**src/rtl/step_move_sequencer.sv**
```systemverilog
// Step/direction move sequencer: accepts one move command at a time and
// emits a clamped-rate train of step strobes while tracking position.
module step_move_sequencer #(
    parameter int unsigned MIN_PERIOD = 1000,
    parameter int unsigned DIR_SETUP  = 50
) (
    input  logic        clk,
    input  logic        rst,
    input  logic        cmd_valid,
    output logic        cmd_ready,
    input  logic        cmd_dir,
    input  logic [15:0] cmd_steps,
    input  logic [23:0] cmd_period,
    input  logic        abort,
    output logic        direction,
    output logic        en,
    output logic        step_pulse,
    output logic        busy,
    output logic        done,
    output logic [15:0] position
);

    typedef enum logic [1:0] {
        IDLE,
        SETUP,
        RUN,
        DONE
    } state_t;

    localparam logic [23:0] MIN_P      = 24'(MIN_PERIOD);
    localparam logic [23:0] SETUP_LAST = 24'(DIR_SETUP - 1);

    state_t      state_q, state_d;
    logic        dir_q, dir_d;
    logic [15:0] rem_q, rem_d;
    logic [15:0] pos_q, pos_d;
    logic [23:0] per_q, per_d;
    logic [23:0] cnt_q, cnt_d;
    logic        step;

    // State register; direction resets forward, everything else to zero.
    always_ff @(posedge clk or posedge rst) begin
        if (rst) begin
            state_q <= IDLE;
            dir_q   <= 1'b1;
            rem_q   <= '0;
            pos_q   <= '0;
            per_q   <= '0;
            cnt_q   <= '0;
        end else begin
            state_q <= state_d;
            dir_q   <= dir_d;
            rem_q   <= rem_d;
            pos_q   <= pos_d;
            per_q   <= per_d;
            cnt_q   <= cnt_d;
        end
    end

    // Next-state logic; cnt_q serves as setup timer and period counter.
    always_comb begin
        state_d = state_q;
        dir_d   = dir_q;
        rem_d   = rem_q;
        pos_d   = pos_q;
        per_d   = per_q;
        cnt_d   = cnt_q;
        step    = 1'b0;
        unique case (state_q)
            IDLE: begin
                if (cmd_valid) begin
                    per_d = (cmd_period < MIN_P) ? MIN_P : cmd_period;
                    rem_d = cmd_steps;
                    cnt_d = '0;
                    if (cmd_steps == 16'd0) begin
                        state_d = DONE;
                    end else if (cmd_dir != dir_q) begin
                        dir_d   = cmd_dir;
                        state_d = SETUP;
                    end else begin
                        state_d = RUN;
                    end
                end
            end
            SETUP: begin
                if (abort) begin
                    state_d = DONE;
                end else if (cnt_q == SETUP_LAST) begin
                    cnt_d   = '0;
                    state_d = RUN;
                end else begin
                    cnt_d = cnt_q + 24'd1;
                end
            end
            RUN: begin
                if (abort) begin
                    state_d = DONE;
                end else if (cnt_q == per_q - 24'd1) begin
                    step  = 1'b1;
                    cnt_d = '0;
                    rem_d = rem_q - 16'd1;
                    pos_d = dir_q ? pos_q + 16'd1 : pos_q - 16'd1;
                    if (rem_q == 16'd1) begin
                        state_d = DONE;
                    end
                end else begin
                    cnt_d = cnt_q + 24'd1;
                end
            end
            DONE: begin
                state_d = IDLE;
            end
            default: begin
                state_d = IDLE;
            end
        endcase
    end

    assign cmd_ready  = (state_q == IDLE);
    assign en         = (state_q == RUN);
    assign busy       = (state_q == SETUP) || (state_q == RUN);
    assign done       = (state_q == DONE);
    assign step_pulse = step;
    assign direction  = dir_q;
    assign position   = pos_q;

endmodule

```
**config.mk**
```make
export PLATFORM = sky130hd
export DESIGN_NAME = step_move_sequencer
export DESIGN_NICKNAME = d
export VERILOG_FILES = /design/src/rtl/step_move_sequencer.sv
export SDC_FILE = /design/constraint.sdc
export NUM_CORES = 1
export LEC_CHECK = 0
export ABC_CLOCK_PERIOD_IN_PS = 5800
export CORE_UTILIZATION = 23
export CTS_BUF_LIST = sky130_fd_sc_hd__clkbuf_8
export DETAILED_ROUTE_END_ITERATION = 7
export GPL_ROUTABILITY_DRIVEN = 0
export GPL_TIMING_DRIVEN = 1
export PLACE_DENSITY = 0.37
export SETUP_SLACK_MARGIN = 0.05
export SYNTH_ARGS = -nofsm -noshare
export SYNTH_HDL_FRONTEND = slang
export SYNTH_SLANG_ARGS = --single-unit
export TNS_END_PERCENT = 100
```
**constraint.sdc**
```tcl
create_clock -name clk -period 5.8 [get_ports clk]
set_clock_uncertainty 0.2 [all_clocks]
set_input_delay 1.16 -clock clk [delete_from_list [all_inputs] [get_ports clk]]
set_output_delay 1.16 -clock clk [all_outputs]
set_load 0.01 [all_outputs]
```
; ---- Yosys cells after proc, flatten, opt, wreduce, memory -nomap -nowiden
; Cells that the tools add are included.
[word_totals]
in_bits = 45
register_bits = 83
out_inout_bits = 22
wordCells = 63
[classes]
n_reduce_logical = 11
n_eq_ne = 14
n_lt_le_gt_ge = 1
bitwise_logic = 2
addsub = 5
n_mux = 24
[ops]
columns = cell, count
row1 = $mux W24, 6
row2 = $pmux W24 S3, 1
row3 = $mux W16, 4
row4 = $pmux W16 S2, 1
row5 = $sub A16 B1 Y16 const B, 2
row6 = $add A24 B1 Y24 const B, 1
row7 = $eq A24 B24 Y1, 1
row8 = $eq A24 B6 Y1 const B, 1
row9 = $lt A24 B10 Y1 const B, 1
row10 = $sub A24 B1 Y24 const B, 1
row11 = $add A16 B1 Y16 const B, 1
row12 = $eq A16 B1 Y1 const B, 1
row13 = $logic_not A16 Y1, 1
row14 = $mux W2, 8
row15 = $reduce_and A4 Y1, 4
row16 = $pmux W2 S4, 1
row17 = $ne A2 B2 Y1 const B, 3
row18 = $ne A3 B2 Y1 const B, 2
row19 = $eq A2 B2 Y1 const B, 2
row20 = $mux W1, 3
row21 = $ne A3 B3 Y1 const B, 1
row22 = $reduce_and A3 Y1, 1
row23 = $reduce_bool A3 Y1, 1
row24 = $eq A2 B1 Y1 const B, 1
row25 = 7 further kinds, 8

; ---- Logic depth before layout (Yosys ltp)
; Gate-level depths: netlist of the first run.
[depth]
ltp_word = 5
depth_mapped = 13
depth_no_buf = 10

; ---- Worst setup path after synthesis of the first run
; No wires, ideal clock.
[synth_timing]
path_kind = register to output
from = reg per_q[0]
to = out step_pulse
required_ns = 4.440
path_stages_with_launch = 11
path_slack_ns = 1.808
path_buffers = 0
arrival_ns = 2.632
cell_sequence = dfrtp_1 -> inv_1 -> ha_1 -> nor3b_2 -> nand2_1 -> or4b_2 -> nand3_1 -> nand4_1 -> nor4b_1 -> o311ai_0 -> nor2_1
[synth_via]
elab_chain_len = 5
[synth_rtl]
columns = item, line_no
row1 = "start, declared", 37  ; logic [23:0] per_q, per_d;
row2 = "start signal, assigned", 55  ; per_q <= per_d;
row3 = $sub A24 B1 Y24, 98  ; end else if (cnt_q == per_q - 24'd1) begin
row4 = $eq A24 B24 Y1, 98
row5 = $mux W1, 98
row6 = $mux W1, 96  ; if (abort) begin
row7 = $mux W1, 69  ; unique case (state_q)
row8 = "end, declared", 17  ; output logic step_pulse,
; Every way passes these cells.

; ---- Final worst setup path of the first run
; Ends and elaborated chain as after synthesis.

==> flow_summary.ini, run 1 <==
[critical_path]
arrival_ns = 3.96
cp-end-kind = output pin
criticalPathCategory = reg -> out
worstPathRequired_ns = 4.44
critPathMaxFanout = 10
critPathLaunchType = flop

[global_route]
grt_pass1_vias = 5697
grt_usage = 0.146
use_met2 = 0.232
grt-ovfl-total = 0
grt_pass1_wl_um = 31700
grt.busiest_layer = met2
antenna_found_initial = 0
grt_use_met1 = 0.195
use_met3 = 0.0349
grt_start_max_net_pins = 59

[route]
viasPerCell = 5.04
antenna_left = 0
vias = 5749
drc = 4
route.final.wire_length_um = 19800
wl_per_cell_um = 17.3
drt_iter0_drc = 394
dr.pass1.iters = 7

[power]
p_seq_frac = 0.308
power.switching_uw = 1390
clock_power_share = 0.178
p_per_area_nw_per_um2 = 407
p_sw_frac = 0.457
vdd_ir_drop_max_mv = 0.122
finalPower_uw = 3040
power_leakage_uw = 0.00310
internal_power_uw = 1650
combPwrFrac = 0.514

[cells_and_area]
layoutNonFillerInstCount = 1141
final_cell_mix = nand2_1, dfrtp_1, clkdlybuf4s50_1
syn_to_final_growth_pct = 20.1
antennaDiodeCount = 0
fillers = 2796
final_common_cell = nand2_1
layout-drive-gt1-share = 0.0744
final_nets = 870

[clocking]
htreeDepth = 3
cts-root-buf = clkbuf_8
cts_buffers = 9
cts_tree = built
cts_max_path_buffers = 2
cts_sinks = 83
clock_latency_ns = 0.38
path_clk_slew_ns = 0.10
cts_hold_buf = 0

[logic_synthesis]
syn_area_sq_um = 6230
synthAdderAreaFrac = 0.0494
async_flop_share = 1.00
synth_fp_nets = 823
synthMuxAreaShare = 0.0325
ys_warn_count = 0
synth_top_family_by_area = simple AND/OR/NAND/NOR gates
syn_area_per_cell_sq_um = 8.26
syn_inst = 754
synth_flop_cell = dfrtp_1
synth_edf_count = 0
yosys-top-cells-area = dfrtp_1, nand2_1, ha_1
yosysTopAreaCell = dfrtp_1
synth_cell_type_count = 74
synth-compound-area-share = 0.175
synth-xor-area-share = 0.0683
synth_top_area_frac = 0.329
ys_ff_latch = 83
yosys.area_share.simple = 0.300
yosysSeqAreaShare = 0.334

[floorplan]
die_w_um = 167
dieArea_sq_um = 27700
rows = 59
coreArea_sq_um = 26300
ios = 67
start_util = 0.237
die_y_um = 167

[timing]
maxSlewHeadroom = 0.251
tightestPinTransition_ns = 1.12
finalSetupTns_ns = 0
setup_viol = 0
finalHoldViolCount = 0
period_needed_ns = 5.32
finalMaxSlewViolations = 0
fmax_mhz = 188
final.period_utilization = 0.917
hold_slack_ns = 0.279
grt_setup_unrepaired = false

[placed_design]
dp_cells = 1125
dp_hpwl_um = 14800
port-buffer-count = 66

[run_status]
violations = design-rule violations
status = finished, violations left

[run]
maxCapViolCount = 0

[hold_path]
hp-class = reg -> reg
-- layout make-up --
type	instances	area [sq um]	area share
multi-input cells	610	3910	0.523
flip-flops and latches	83	2080	0.278
repair buffers	78	751	0.100
well taps	335	419	0.0560
clock buffers	10	138	0.0184
clock inverters	6	113	0.0151
inverters	19	72.6	0.00970
-- kinds of logic after synthesis --
logic type / Yosys count
compound gates: 164
xor+xnor: 47
fa+ha+maj: 24
buf+inv: 61
flops: 83
mux: 19
simple gates: 356
-- synth_stat cells (14+ instances only) --
| cell | count |
|---|---|
| clkbuf_1 | 30 |
| xor2_1 | 21 |
| nand3_1 | 22 |
| nand2_1 | 119 |
| ha_1 | 23 |
| xnor2_1 | 25 |
| o21ai_0 | 40 |
| nor2_1 | 55 |
| nand4_1 | 14 |
| dfrtp_1 | 82 |
| nor3_1 | 33 |
| inv_1 | 19 |
| nor4_1 | 21 |
| a21oi_1 | 31 |
-- worst paths after layout --
| check | from | endpoint | slack [ns] | cells past startpoint |
|---|---|---|---|---|
| max | per_q[0] | step_pulse | 0.48 | 11 |
| min | position[15] | position[15] | 0.28 | 1 |
| max reg2reg | per_q[0] | position[5] | 1.42 | 10 |
| min reg2reg | position[15] | position[15] | 0.28 | 1 |
| max in group asynchronous | rst | direction | 3.24 | 3 |
| min in group asynchronous | rst | position[2] | 1.12 | 2 |
-- flip-flops by register name, indices dropped and copies added, names as in the netlist --
signal / count
state_q: 2
per_q: 24
cnt_q: 24
position: 16
direction: 1
rem_q: 16
-- power groups by stage --
stage | registers (uW) | logic, uW | clock network [uW]
after detailed placement | 947 | 1560 | 0
after CTS | 934 | 1570 | 564
after global placement | 939 | 1540 | 0
after global routing | 966 | 1740 | 589
final | 938 | 1560 | 540
after floorplan | 862 | 1170 | 0
-- per-layer routing --
layer,up-vias,routed length (um)
li1,2825,-
met3,19,1100
met2,122,8990
met4,0,309
met1,2783,9380
met5,-,0
-- stage by stage --
step / utilization / setup slack, ns / cell area (sq um)
finish: 0.285 / 0.481 / 7480
global route: 0.285 / 0.208 / 7480
CTS: 0.284 / 0.330 / 7470
detailed placement: 0.275 / 0.786 / 7220
global placement: 0.275 / 0.896 / 7220
floorplan: - / 1.81 / 6230
-- worst max-delay path: stages (launching register included) --
cell,delay [ns]
dfrtp_1,0.46
inv_1,0.10
ha_1,0.19
nor3b_4,0.43
nand2_1,0.18
or4b_2,0.63
nand3_1,0.15
nand4_1,0.13
nor4b_1,0.31
o311ai_0,0.19
nor2_1,0.24
clkdlybuf4s50_1,0.58
-- repair_timing --
item	in CTS	in global routing
gates resized for setup	0	1
setup endpoints to repair	0	1
setup buffers	0	0
Power figures use the tool's default switching activity.
==> run 2, diff against run 1 <==
- ABC_AREA: default -> 1
==> run 2 against run 1 <==
Design area is 2.7% higher. Synthesized cell count rose by 23%. The flow now finishes without violations. Register-to-register slack improved by 1.1 ns. First-iteration DRC count fell by 34%. Worst setup slack better by 0.56 ns. Fmax increased by 12%. Sequential power is essentially flat. Critical path type unchanged. Via count increased by 1.2%. Non-clock buffer count decreased by 5.
==> flow_summary.ini, run 2 <==
[run_status]
status = finished clean

[power]
vdd_ir_drop_max_mv = 0.178
p_per_area_nw_per_um2 = 426
power_leakage_uw = 0.00345

[critical_path]
worstPathRequired_ns = 4.44
crit-reg2reg-launch = per_q[0]
cp-end-kind = output pin
critPathMaxFanout = 26
arrival_ns = 3.40
rr_worst_depth = 15
critPathLaunchType = flop
startpoint = per_q[0]
criticalPathCategory = reg -> out

[clocking]
cts_hold_buf = 0
htreeDepth = 3
cts_setup_buffers = 0
cts_max_path_buffers = 2
path_clk_slew_ns = 0.09
cts_buffers = 9
cts-root-buf = clkbuf_8
cts_resized = 0
clock_latency_ns = 0.39
cts_sinks = 83
cts_tree = built

[timing]
finalHoldViolCount = 0
setup_viol = 0
finalSetupTns_ns = 0
final.period_utilization = 0.821
finalMaxSlewViolations = 0
period_needed_ns = 4.76
maxSlewHeadroom = 0.529
fmax_mhz = 210
grt_setup_unrepaired = false
tightestPinTransition_ns = 0.705

[logic_synthesis]
syn_area_sq_um = 6460
syn_inst = 925
synth_cell_type_count = 43
yosys-top-cells-area = dfrtp_1, nand2_1, inv_1
async_flop_share = 1.00
synth_flop_cell = dfrtp_1
synth_top_area_frac = 0.318
ys_ff_latch = 83
synth_fp_nets = 994
ys_warn_count = 0
synth_common_cells = nand2_1, inv_1, nor2_1
synth_edf_count = 0
yosysMostFrequentCell = nand2_1
syn_area_per_cell_sq_um = 6.98
yosysSeqAreaShare = 0.322
yosysTopAreaCell = dfrtp_1

[route]
route.final.wire_length_um = 19400
dr.pass1.iters = 4
antenna_left = 0
viasPerCell = 4.29
wl_per_cell_um = 14.3
vias = 5820
drt_iter0_drc = 260
drc = 0

[hold_path]
min_path_cells = 2
min_from = rem_q[12]
hp-class = reg -> reg

[floorplan]
coreArea_sq_um = 27300
die_y_um = 170
die_w_um = 170
rows = 60
start_util = 0.237
ios = 67
dieArea_sq_um = 28800

[cells_and_area]
fillers = 3050
syn_to_final_growth_pct = 19.0
final_cell_mix = nand2_1, inv_1, nor2_1
design_area_sq_um = 7680
final_common_cell = nand2_1
biggestRegsByFlops = cnt_q x24, per_q x24
final_nets = 1048
antennaDiodeCount = 0
layout-drive-gt1-share = 0.0965

[global_route]
grt-ovfl-total = 0
grt_pass1_wl_um = 31400
antenna_found_initial = 0
grt_pass1_vias = 5901
grt_usage = 0.141
grt_start_max_net_pins = 49

[placed_design]
dp_hpwl_um = 15000
place_area_sq_um = 7470
port-buffer-count = 66

[run]
maxCapViolCount = 0
## run 2: kinds of logic after synthesis
logic type / synth area share
buffers and inverters: 0.0895
AO/OA/AOI/OAI: 0.123
XOR/XNOR: 0.0827
flip-flops: 0.322
multiplexers: 0.00155
adder cells (fa/ha/maj): 0.0477
AND/OR/NAND/NOR: 0.334
## run 2: final cells by class
class | instances | area, sq um | share of cell area
clock buffer | 9 | 124 | 0.0161
clock inverter | 7 | 93.8 | 0.0122
inverter | 108 | 407 | 0.0529
multi-input combinational | 704 | 3800 | 0.495
sequential | 83 | 2080 | 0.270
tap | 372 | 465 | 0.0606
timing repair buffer | 73 | 713 | 0.0928
## run 2: final timing paths
| check | to | slack, ns |
|---|---|---|
| worst min register to register | rem_q[12] | 0.32 |
| worst max register to register | rem_q[5] | 2.53 |
| worst max-delay path | step_pulse | 1.04 |
| min in group asynchronous | position[3] | 0.98 |
| worst min-delay path | rem_q[12] | 0.32 |
| max in group asynchronous | per_q[9] | 3.29 |
## run 2: power breakdown
| part | switching (uW) | internal [uW] |
|---|---|---|
| sequential | 203 | 736 |
| clock | 245 | 241 |
| combinational | 1190 | 655 |
| total | 1640 | 1630 |
## run 2: per-layer routing
layer | up-vias | global-route usage | wire (um) | part of all wire
met2 | 85 | 0.222 | 8360 | 0.43
met3 | 12 | 0.0254 | 958 | 0.049
met1 | 2669 | 0.200 | 9920 | 0.51
li1 | 3054 | - | - | -
met4 | 0 | 0.0302 | 188 | 0.0097
met5 | - | 0 | 0 | 0
## run 2: critical path, cell delays in order, from the launching register on
cell and delay [ns]:
dfrtp_1 0.40, inv_1 0.14, ha_1 0.32, nand2_4 0.10
nor2_2 0.43, nand3_1 0.13, nand2_1 0.12, nand2_1 0.06
nor2_1 0.11, nand2_1 0.08, nor2_2 0.15, nand3_2 0.08
buf_4 0.23, inv_2 0.12, clkdlybuf4s50_1 0.54
## run 2: through the flow
stage	cells	setup WS [ns]	total power, uW	hold WS [ns]	utilization
CTS	1356	0.998	3340	0.331	0.282
detailed placement	1340	1.43	2820	0.307	0.274
global placement	1340	1.48	2840	0.308	0.274
floorplan	925	2.30	2340	0.268	-
finish	1356	1.04	3270	0.324	0.282
global route	1356	0.745	3610	0.355	0.282
==> run 3, diff against run 2 <==
- ABC_CLOCK_PERIOD_IN_PS: 5800 -> 4510
- clock period: 5.8 -> 4.51 ns (I/O delays scaled with it)
==> run 3 against run 2 <==
Sequential power is 29% higher. Critical path depth down 1. Hold slack improved by 0.0023 ns. Critical path type unchanged. Non-clock buffer count unchanged. Clock-buffer cell count is the same. Flip-flop and latch count stayed put. Design area increased by 0.44%. Clock power is 39% higher.
==> flow_summary.ini, run 3 (synthesis gave the netlist of run 2 again) <==
[run_status]
status = finished clean

[cells_and_area]
fillers = 3022
final_cell_mix = nand2_1, inv_1, nor2_1
multi_input_area_sq_um = 3810
syn_to_final_growth_pct = 19.5
final_common_cell = nand2_1
layout-drive-gt1-share = 0.0955
antennaDiodeCount = 0
final_nets = 1048
regArea_sq_um = 2080
biggestRegsByFlops = cnt_q x24, per_q x24
layoutNonFillerInstCount = 1356

[timing]
tightestPinTransition_ns = 0.780
final.period_utilization = 0.913
finalMaxSlewViolations = 0
finalHoldViolCount = 0
setup_viol = 0
fmax_mhz = 243
fin_ws_ns = 0.393
maxSlewHeadroom = 0.479
period_needed_ns = 4.12
finalSetupTns_ns = 0
grt_setup_unrepaired = false

[clocking]
clock_latency_ns = 0.39
htreeDepth = 3
cts-root-buf = clkbuf_8
cts_setup_buffers = 0
cts_max_path_buffers = 2
cts_tree = built
cts_sinks = 83
path_clk_slew_ns = 0.09
cts_buffers = 9

[hold_path]
hold_end = rem_q[1]
min_path_cells = 2
min_from = rem_q[1]
hp-class = reg -> reg

[global_route]
grt_pass1_wl_um = 32100
grt-ovfl-total = 0
antenna_found_initial = 0
grt_start_max_net_pins = 46
grt_usage = 0.143
grt_pass1_vias = 6074

[critical_path]
startpoint = per_q[0]
r2r_end = rem_q[6]
arrival_ns = 3.02
crit-reg2reg-launch = per_q[0]
criticalPathCategory = reg -> out
cp-end-kind = output pin
critPathLaunchType = flop
critPathMaxFanout = 11
worstPathRequired_ns = 3.41
rr_worst_depth = 15
r2r_setup_slack_ns = 1.46

[placed_design]
port-buffer-count = 66
dp_hpwl_um = 14800
dp_cells = 1340
dp_worst_setup_slack_ns = 0.622

[route]
antenna_left = 0
drt_iter0_drc = 297
viasPerCell = 4.32
route.final.wire_length_um = 19400
dr.pass1.iters = 5
drc = 0
vias = 5853
wl_per_cell_um = 14.3

[floorplan]
die_w_um = 170
start_util = 0.237
dieArea_sq_um = 28800
die_y_um = 170
ios = 67
coreArea_sq_um = 27300
rows = 60

[power]
vdd_ir_drop_max_mv = 0.243
clock_power_share = 0.160
p_seq_frac = 0.285
p_per_area_nw_per_um2 = 550
combPwrFrac = 0.556
internal_power_uw = 2150
power.switching_uw = 2090
power_leakage_uw = 0.00347
p_sw_frac = 0.493

[run]
maxCapViolCount = 0
[run 3: timing repair]
action | 4_1_cts | 5_1_grt
setup endpoints to repair | 0 | 1
gates resized for setup | 0 | 1
hold buffers | 0 | 0
[run 3: worst max-delay path, cell delays in order, from the launching register on]
cell	delay [ns]
dfrtp_1	0.40
inv_1	0.15
ha_1	0.30
nand2_4	0.11
nor2_4	0.27
nand3_1	0.11
nand2_1	0.10
nand2_1	0.06
nor2_1	0.10
nand2_1	0.07
nor2_2	0.17
nand3_2	0.13
inv_2	0.12
clkdlybuf4s50_1	0.54
[run 3: final cells by class]
cell class | instances | area share
clock buffers | 9 | 0.0161
flip-flops and latches | 83 | 0.269
well taps | 372 | 0.0603
repair buffers | 73 | 0.0940
clock inverters | 7 | 0.0143
multi-input cells | 704 | 0.493
inverters | 108 | 0.0527
[run 3: worst max-delay path by stage]
stage	endpoint	slack, ns	depth (start not counted)
3_3_place_gp	step_pulse	0.66	13
3_5_place_dp	step_pulse	0.62	13
4_1_cts	step_pulse	0.17	13
5_1_grt	step_pulse	0.09	13
2_1_floorplan	cnt_q[0]	1.27	1
6_report	step_pulse	0.39	13
[run 3: power by group through the flow]
stage	Sequential [uW]	Combinational (uW)	Clock, uW
final	1210	2360	677
after global routing	1250	2720	735
after CTS	1210	2400	713
after detailed placement	1220	2390	0
after global placement	1230	2410	0
after floorplan	1140	1870	0
[run 3: through the flow]
step,hold slack [ns],util,area (sq um),power [uW]
final,0.326,0.283,7720,4240
after CTS,0.326,0.283,7710,4330
after global routing,0.356,0.283,7720,4700
after detailed placement,0.303,0.274,7480,3610
after global placement,0.306,0.274,7480,3630
after floorplan,0.268,-,6460,3010
[run 3: per-layer routing]
metal | share of wire | vias up | global-route usage
met5 | 0 | - | 0
met4 | 0.018 | 0 | 0.0364
met1 | 0.51 | 2677 | 0.200
met2 | 0.43 | 94 | 0.225
li1 | - | 3065 | -
met3 | 0.040 | 17 | 0.0287
